**src/rtl/mac_rx_frame.sv**
```systemverilog
// mac_rx_frame
// Receive-side Ethernet MAC framer. It removes preamble and SFD from the GMII
// byte stream, captures the 14-byte MAC header, and filters on the destination
// address. It forwards the payload without the trailing FCS and reports the
// FCS result with a one-cycle pulse at the end of each accepted frame.
module mac_rx_frame #(
    parameter logic [47:0] P_LOCAL_MAC    = 48'h00_0A_35_01_FE_C0,
    parameter bit          P_ACCEPT_BCAST = 1'b1
) (
    input  logic        i_clk,
    input  logic        i_rst,
    input  logic [7:0]  i_gmii_rx_data,
    input  logic        i_gmii_rx_valid,
    output logic [7:0]  o_mac_data,
    output logic        o_mac_valid,
    output logic        o_mac_last,
    output logic [47:0] o_dst_mac,
    output logic [47:0] o_src_mac,
    output logic [15:0] o_eth_type,
    output logic        o_crc_ok,
    output logic        o_rx_err
);

    localparam logic [7:0]  PREAMBLE_BYTE = 8'h55;
    localparam logic [7:0]  SFD_BYTE      = 8'hD5;
    localparam logic [31:0] CRC_INIT      = 32'hFFFF_FFFF;
    localparam logic [31:0] CRC_POLY      = 32'hEDB8_8320;
    localparam logic [31:0] CRC_RESIDUE   = 32'hDEBB_20E3;
    localparam logic [47:0] BCAST_MAC     = 48'hFFFF_FFFF_FFFF;
    localparam logic [3:0]  HDR_LAST      = 4'd13;
    localparam logic [2:0]  FILL_FULL     = 3'd5;

    typedef enum logic [2:0] {
        S_IDLE,
        S_PREAMBLE,
        S_HEADER,
        S_PAYLOAD,
        S_DROP
    } state_t;

    // Reflected CRC-32, one byte, LSB of the data byte first.
    function automatic logic [31:0] crc_update(input logic [31:0] crc_in,
                                               input logic [7:0]  data);
        logic [31:0] c;
        c = crc_in;
        for (int i = 0; i < 8; i++) begin
            if (c[0] ^ data[i]) c = (c >> 1) ^ CRC_POLY;
            else                c = c >> 1;
        end
        return c;
    endfunction

    state_t      state_q,     state_d;
    logic [31:0] crc_q,       crc_d;
    logic [3:0]  hdr_cnt_q,   hdr_cnt_d;
    logic [47:0] dst_sh_q,    dst_sh_d;
    logic [47:0] src_sh_q,    src_sh_d;
    logic [7:0]  type_hi_q,   type_hi_d;

    // Four-byte delay line holds the would-be FCS; the byte pushed out of it
    // waits in the pending register until the next byte proves it is payload.
    logic [3:0][7:0] dly_q,   dly_d;
    logic [7:0]  pend_q,      pend_d;
    logic [2:0]  fill_q,      fill_d;

    logic [7:0]  mac_data_q,  mac_data_d;
    logic        mac_valid_q, mac_valid_d;
    logic        mac_last_q,  mac_last_d;
    logic [47:0] dst_mac_q,   dst_mac_d;
    logic [47:0] src_mac_q,   src_mac_d;
    logic [15:0] eth_type_q,  eth_type_d;
    logic        crc_ok_q,    crc_ok_d;
    logic        rx_err_q,    rx_err_d;

    logic        addr_ok;

    // At header byte 13 the destination shadow already holds all six bytes.
    assign addr_ok = (dst_sh_q == P_LOCAL_MAC) ||
                     (P_ACCEPT_BCAST && (dst_sh_q == BCAST_MAC));

    // Next-state, shadow, delay-line and output computation for one input byte.
    always_comb begin
        // NOTE: every variable gets its hold/idle value first so that no path
        // through the case leaves one unassigned and infers a latch.
        state_d     = state_q;
        crc_d       = crc_q;
        hdr_cnt_d   = hdr_cnt_q;
        dst_sh_d    = dst_sh_q;
        src_sh_d    = src_sh_q;
        type_hi_d   = type_hi_q;
        dly_d       = dly_q;
        pend_d      = pend_q;
        fill_d      = fill_q;
        mac_data_d  = 8'h00;
        mac_valid_d = 1'b0;
        mac_last_d  = 1'b0;
        dst_mac_d   = dst_mac_q;
        src_mac_d   = src_mac_q;
        eth_type_d  = eth_type_q;
        crc_ok_d    = 1'b0;
        rx_err_d    = 1'b0;

        case (state_q)
            S_IDLE: begin
                if (i_gmii_rx_valid) begin
                    if (i_gmii_rx_data == PREAMBLE_BYTE) state_d = S_PREAMBLE;
                    else                                 state_d = S_DROP;
                end
            end

            S_PREAMBLE: begin
                if (!i_gmii_rx_valid) begin
                    state_d = S_IDLE;
                end else if (i_gmii_rx_data == SFD_BYTE) begin
                    state_d   = S_HEADER;
                    crc_d     = CRC_INIT;
                    hdr_cnt_d = 4'd0;
                end else if (i_gmii_rx_data != PREAMBLE_BYTE) begin
                    state_d = S_DROP;
                end
            end

            S_HEADER: begin
                if (!i_gmii_rx_valid) begin
                    state_d = S_IDLE;
                end else begin
                    crc_d     = crc_update(crc_q, i_gmii_rx_data);
                    hdr_cnt_d = hdr_cnt_q + 4'd1;
                    if (hdr_cnt_q < 4'd6)       dst_sh_d  = {dst_sh_q[39:0], i_gmii_rx_data};
                    else if (hdr_cnt_q < 4'd12) src_sh_d  = {src_sh_q[39:0], i_gmii_rx_data};
                    else                        type_hi_d = i_gmii_rx_data;

                    if (hdr_cnt_q == HDR_LAST) begin
                        if (addr_ok) begin
                            dst_mac_d  = dst_sh_q;
                            src_mac_d  = src_sh_q;
                            eth_type_d = {type_hi_q, i_gmii_rx_data};
                            fill_d     = 3'd0;
                            state_d    = S_PAYLOAD;
                        end else begin
                            state_d = S_DROP;
                        end
                    end
                end
            end

            S_PAYLOAD: begin
                if (i_gmii_rx_valid) begin
                    crc_d = crc_update(crc_q, i_gmii_rx_data);
                    if (fill_q == FILL_FULL) begin
                        mac_data_d  = pend_q;
                        mac_valid_d = 1'b1;
                    end else begin
                        fill_d = fill_q + 3'd1;
                    end
                    pend_d = dly_q[3];
                    dly_d  = {dly_q[2:0], i_gmii_rx_data};
                end else begin
                    if (fill_q == FILL_FULL) begin
                        mac_data_d  = pend_q;
                        mac_valid_d = 1'b1;
                        mac_last_d  = 1'b1;
                        crc_ok_d    = (crc_q == CRC_RESIDUE);
                        rx_err_d    = (crc_q != CRC_RESIDUE);
                    end else begin
                        // Frame ended inside what can only be FCS: runt.
                        rx_err_d = 1'b1;
                    end
                    state_d = S_IDLE;
                end
            end

            S_DROP: begin
                if (!i_gmii_rx_valid) state_d = S_IDLE;
            end

            default: state_d = S_IDLE;
        endcase
    end

    // State, datapath and registered outputs; everything clears on reset.
    always_ff @(posedge i_clk or posedge i_rst) begin
        if (i_rst) begin
            state_q     <= S_IDLE;
            crc_q       <= '0;
            hdr_cnt_q   <= '0;
            dst_sh_q    <= '0;
            src_sh_q    <= '0;
            type_hi_q   <= '0;
            dly_q       <= '0;
            pend_q      <= '0;
            fill_q      <= '0;
            mac_data_q  <= '0;
            mac_valid_q <= 1'b0;
            mac_last_q  <= 1'b0;
            dst_mac_q   <= '0;
            src_mac_q   <= '0;
            eth_type_q  <= '0;
            crc_ok_q    <= 1'b0;
            rx_err_q    <= 1'b0;
        end else begin
            // NOTE: non-blocking assignments here so every flop samples the
            // values computed from the previous cycle, independent of order.
            state_q     <= state_d;
            crc_q       <= crc_d;
            hdr_cnt_q   <= hdr_cnt_d;
            dst_sh_q    <= dst_sh_d;
            src_sh_q    <= src_sh_d;
            type_hi_q   <= type_hi_d;
            dly_q       <= dly_d;
            pend_q      <= pend_d;
            fill_q      <= fill_d;
            mac_data_q  <= mac_data_d;
            mac_valid_q <= mac_valid_d;
            mac_last_q  <= mac_last_d;
            dst_mac_q   <= dst_mac_d;
            src_mac_q   <= src_mac_d;
            eth_type_q  <= eth_type_d;
            crc_ok_q    <= crc_ok_d;
            rx_err_q    <= rx_err_d;
        end
    end

    assign o_mac_data  = mac_data_q;
    assign o_mac_valid = mac_valid_q;
    assign o_mac_last  = mac_last_q;
    assign o_dst_mac   = dst_mac_q;
    assign o_src_mac   = src_mac_q;
    assign o_eth_type  = eth_type_q;
    assign o_crc_ok    = crc_ok_q;
    assign o_rx_err    = rx_err_q;

endmodule

```
**config.mk**
```make
export PLATFORM = sky130hd
export DESIGN_NAME = mac_rx_frame
export DESIGN_NICKNAME = d
export VERILOG_FILES = /design/src/rtl/mac_rx_frame.sv
export SDC_FILE = /design/constraint.sdc
export NUM_CORES = 1
export LEC_CHECK = 0
export CAP_MARGIN = 20
export CORE_MARGIN = 2
export CORE_UTILIZATION = 55
export CTS_BUF_LIST = sky130_fd_sc_hd__clkbuf_8
export CTS_CLUSTER_SIZE = 28
export DETAILED_ROUTE_END_ITERATION = 10
export PLACE_DENSITY_LB_ADDON = 0.08
export SLEW_MARGIN = 5
export SYNTH_ARGS = -nofsm -noshare
export SYNTH_HDL_FRONTEND = slang
export SYNTH_SLANG_ARGS = --single-unit
```
**constraint.sdc**
```tcl
create_clock -name i_clk -period 17.2 [get_ports i_clk]
set_clock_uncertainty 0.1 [all_clocks]
set_input_delay 5.16 -clock i_clk [delete_from_list [all_inputs] [get_ports i_clk]]
set_output_delay 5.16 -clock i_clk [all_outputs]
set_load 0.03 [all_outputs]
```
After elaboration in Yosys (flattened, before gate mapping)
Cells that the tools add are included.

Flip-flop bits (word level): 310. Latch bits: 0. Memory bits (writable): 0. Bits in read-only memories: 0. Input bits: 11. Output and inout port bits: 124. Logic and storage cells: 174. Memories: 0.

Add/subtract/negate cells: 2. Multiply operators: 0. Div/mod/pow operators: 0. Order comparisons: 2. Equality and inequality tests: 24. Shift-type cells: 0. Mux-type cells: 79. Bitwise operators: 32. Reductions and logical operators: 15.

Operators with widths (count): 32-bit 2-to-1 mux (46); 13-bit NOT with 14-bit output (15); 32-bit one-hot mux with 3 select lines (1); 48-bit by 36-bit equality test with 1-bit output, second input constant (1); 48-bit equality test, second input constant (1); 3-bit 2-to-1 mux (14); 32-bit equality test, second input constant (1); 32-bit inequality test, second input constant (1); 4-bit AND reduction (5); 2-bit inequality test, second input constant (9); 8-bit 2-to-1 mux (2); 1-bit XOR (15); 4-bit 2-to-1 mux (3); 3-bit one-hot mux with 4 select lines (1); 1-bit 2-to-1 mux (10); 8-bit by 7-bit equality test with 1-bit output, second input constant (1); 8-bit equality test, second input constant (1); 8-bit by 7-bit inequality test with 1-bit output, second input constant (1); 4-bit one-hot mux with 2 select lines (1); 3-bit by 2-bit equality test with 1-bit output, second input constant (2); 3-bit equality test, second input constant (2); 3-bit one-hot mux with 2 select lines (1); 6-bit AND reduction (1); 5-bit AND reduction (1); 16 further kinds (18).

Longest topological paths before layout
Word-level depth: 32. Gate-level depth with buffers: 9. Mapped depth without buffers: 7.

Worst setup path before layout
Ideal clock, no wire load.

Kind: input-to-reg. Start: input i_gmii_rx_data[7]. End: register crc_q[29]. Arrival: 6.530 ns. Required time: 16.979 ns. Slack: 10.448 ns. Stages on the path: 6. Path buffers: 1. Path through: buf_2 xor2_1 xnor2_2 xor2_2 xnor2_1 o22a_1.

Cells in the longest elaborated chain, start to end: 4. Elaborated cells between the ends (all ways): 10.

RTL lines: start, declared (line 12) `input logic [7:0] i_gmii_rx_data,`; branches (longest 4 deep; another with 8-bit equality test); end signal, assigned (line 205) `crc_q <= crc_d;`; end, declared (line 54) `logic [31:0] crc_q, crc_d;`.

Parallel ways; which one is timed is not known. The select of a mux whose other input is x is not followed. A chain may end at the register's enable or synchronous reset.

Final worst setup path
Start: input i_gmii_rx_valid. End: register eth_type_q[15] (netlist: o_eth_type[15]).

Cells in the longest elaborated chain, start to end: 1.

RTL lines: start, declared (line 13) `input logic i_gmii_rx_valid,`; 4-bit AND reduction (no source line); end signal, assigned (line 218) `eth_type_q <= eth_type_d;`; end, declared (line 71) `logic [15:0] eth_type_q, eth_type_d;`.

No other way between the ends.

==> impl_results.md <==
- Leakage: 7.77 nW
- # setup viols final: 0
- Critical path capture point type: register
- Post-DP HPWL: 16,500 um
- Filler cells: 1,699
- Max-cap violation count: 0
- Post-synthesis sequential area ratio: 0.602
- Row count: 56
- CTS sink count: 310
- Final hold viol count: 0
- Post-cts resize count: 0
- Tot GR Track Use: 0.215
- Mapped Nets: 854
- Area Growth Syn to Fin: 20.8%
- FFs w/ async S/R, synth: 1.00
- Layout cells sized above 1: 0.335
- YS warnings: 0
- Violation count after the first detailed-route iteration: 471
- Number of flops mapped to enable cells by yosys: 0
- Register area: 0.00776 mm^2
- Arr. time, crit path: 8.33 ns
- Slew Viols, Final: 0
- Die X: 157 um
- Path type of the worst min-delay path: register to register
- Clock Path Buffers: 3
- Hold path endpoint: o_dst_mac[35]
- Critical Path RT: 17.54 ns
- Diodes inserted: 0
- DP Worst Slack: 8.67 ns
- Hold depth: 1
- CTS tree: yes
- Max frequency: 0.125 GHz
- Worst-Margin Slew: 0.987 ns
- Fin crit share: 0.464
- Multi-input logic area: 0.00489 mm^2
- Post-Synthesis Cell Area: 0.0129 mm^2
- Largest net degree at the start of global routing: 145
- Worst-Skew Late Latency: 0.56 ns
- Core Area: 0.0233 mm^2
- Maximum vdd drop: 0.0000909 V
- Crit Path Category: primary input to register
- Drt pass-1 iters: 5
- Max_slew headroom: 0.342
- Commonest non-fill, non-tap cell in the layout: dfrtp_1
- Most frequent cells in the layout: 310 x dfrtp_1, 177 x mux2_2, 134 x clkdlybuf4s50_1
- R2R cell count: 7
- Final worst setup slack: 9.21 ns
- Final GP Congestion: 0.831
- Post-CTS setup buffer count: 0
- Post-route ant nets: 0
- Die height: 157 um
- Worst R2R Start: dst_sh_q[38]
- Initial antenna violation count: 0
- Via Count: 7,374
- Worst Path Max Fanout: 60
- Worst flop-to-flop path endpoint: o_src_mac[15]
- Fin crit period: 7.99 ns
- Pwr Density: 90.4 mW/mm^2
- Synth Flop Type: dfrtp_1
- H-tree depth: 2
- Clock Pin Slew Worst Setup and Hold Paths: 0.05 ns
- IO Port Bufs: 134
- Top Ports: 135
- Number of vias per cell: 5.46
- CTS buffer count: 50
- Number of global-route vias before repair: 7,690
- Die Area: 0.0247 mm^2
- CTS Hold Bufs: 0
- Grt total ovfl: 0
- Synth unique cells: 46
- Clock Tree Root: clkbuf_8
- Post-route DRC: 0
- Nets@finish: 1,013
- Setup TNS: 0 ns
- Post-Syn Instances: 839
- Wire per inst: 19.1 um
- Initial cell density of the core: 0.554
- Detailed Route WL: 25,800 um
- Syn_area_per_cell: 15.4 um^2
- Critical path startpoint category: primary input
- Worst hold path startpoint: o_dst_mac[35]
- Outcome: complete, no violations
- Flop2flop setup slack: 13.76 ns
- Register bit count reported by yosys: 310
- RSZ-0062 raised after global routing: no
- First-pass GRT wire length: 41,900 um
==> critical path, stage by stage <==
cell             delay [ns]
clkdlybuf4s50_1        0.68
nand2_1                0.36
nor3_4                 0.10
nand2b_4               0.69
buf_4                  0.86
mux2_2                 0.42
==> worst max path at each step <==
stage | from | to | slack [ns] | cells after the start
global placement | i_gmii_rx_valid | o_eth_type[15] | 8.79 | 6
finish | i_gmii_rx_valid | o_eth_type[15] | 9.21 | 6
global route | i_gmii_rx_valid | o_eth_type[15] | 9.05 | 6
CTS | i_gmii_rx_valid | o_eth_type[15] | 9.27 | 6
detailed placement | i_gmii_rx_valid | o_eth_type[15] | 8.67 | 6
floorplan | i_rst | crc_q[0] | 3.37 | 1
==> power breakdown <==
group	internal (W)	total [W]	switching [W]	leakage, nW
combinational	0.0000231	0.0000616	0.0000384	2.87
sequential	0.000731	0.000732	0.00000184	4.33
clock	0.000336	0.000613	0.000277	0.564
==> synth_stat cells, types with 2 or more instances <==
master    number  area share
dfrtp_1      310        0.60
nand3_1        2     0.00078
inv_1          6      0.0017
buf_2         19      0.0074
or4bb_1        2      0.0017
a21oi_1        3      0.0012
nor4_1        14      0.0068
xnor2_4        2      0.0043
nand3b_1       2      0.0012
and3_1         4      0.0019
nor2_1        15      0.0044
ha_1           4      0.0039
o22a_1        30       0.020
nor3b_1        2      0.0012
a31oi_1        4      0.0019
and2_1         8      0.0039
mux2_2       177        0.15
nand4_1       19      0.0092
nor3_1         3      0.0012
nand2_1       11      0.0032
xor2_2         2      0.0025
o22ai_1        3      0.0015
nand2b_1      16      0.0078
o21ai_0        6      0.0023
buf_6          8      0.0070
xor2_1        15       0.010
or4_1          2      0.0012
mux2_4        64       0.075
nand4b_1       4      0.0027
xnor2_1       45       0.031
xnor2_2       11       0.014
clkbuf_1      12      0.0035
==> routing by layer <==
metal  vias to the layer above  track usage  part of all wire
li1                       3338            -                 -
met1                      3809        0.305              0.45
met2                       187        0.339              0.48
met3                        40       0.0366             0.044
met4                         0       0.0710             0.021
met5                         -            0                 0
==> area by class of cell <==
| cell class | count | area share |
|---|---|---|
| Clock buffer | 65 | 0.0574 |
| Clock inverter | 20 | 0.00586 |
| Inverter | 7 | 0.00217 |
| Multi-Input combinational cell | 483 | 0.314 |
| Sequential cell | 310 | 0.498 |
| Tap cell | 319 | 0.0256 |
| Timing Repair Buffer | 146 | 0.0970 |
==> metrics by stage <==
step | total power [W] | std cells | utilization | hold WS [ns] | instance area [um^2]
after CTS | 0.00142 | 1346 | 0.665 | 0.368 | 15500
after detailed placement | 0.000806 | 1261 | 0.622 | 0.351 | 14500
after global routing | 0.00147 | 1350 | 0.670 | 0.388 | 15600
final | 0.00141 | 1350 | 0.670 | 0.367 | 15600
after floorplan | 0.000789 | 839 | - | 0.347 | 12900
after global placement | 0.000803 | 1261 | 0.622 | 0.355 | 14500
==> sequential cells by signal, summed over array words and instances, names as in the netlist <==
| register | cells |
|---|---|
| crc_q | 32 |
| dly_q | 32 |
| dst_sh_q | 48 |
| fill_q | 3 |
| hdr_cnt_q | 4 |
| o_crc_ok | 1 |
| o_dst_mac | 48 |
| o_eth_type | 16 |
| o_mac_data | 8 |
| o_mac_last | 1 |
| o_mac_valid | 1 |
| o_rx_err | 1 |
| o_src_mac | 48 |
| pend_q | 8 |
| src_sh_q | 48 |
| state_q | 3 |
| type_hi_q | 8 |
==> logic make-up (layout without fill, tap and decap cells) <==
logic type / after synthesis / in the layout / share of synthesized area
AO/OA/AOI/OAI: 53 / 53 / 0.0320
adder cells (fa/ha/maj): 4 / 4 / 0.00388
AND/OR/NAND/NOR: 110 / 110 / 0.0517
XOR/XNOR: 75 / 75 / 0.0614
flip-flops: 310 / 310 / 0.602
buffers and inverters: 46 / 238 / 0.0199
multiplexers: 241 / 241 / 0.229
Note: power is estimated with default switching activity, not from simulation.
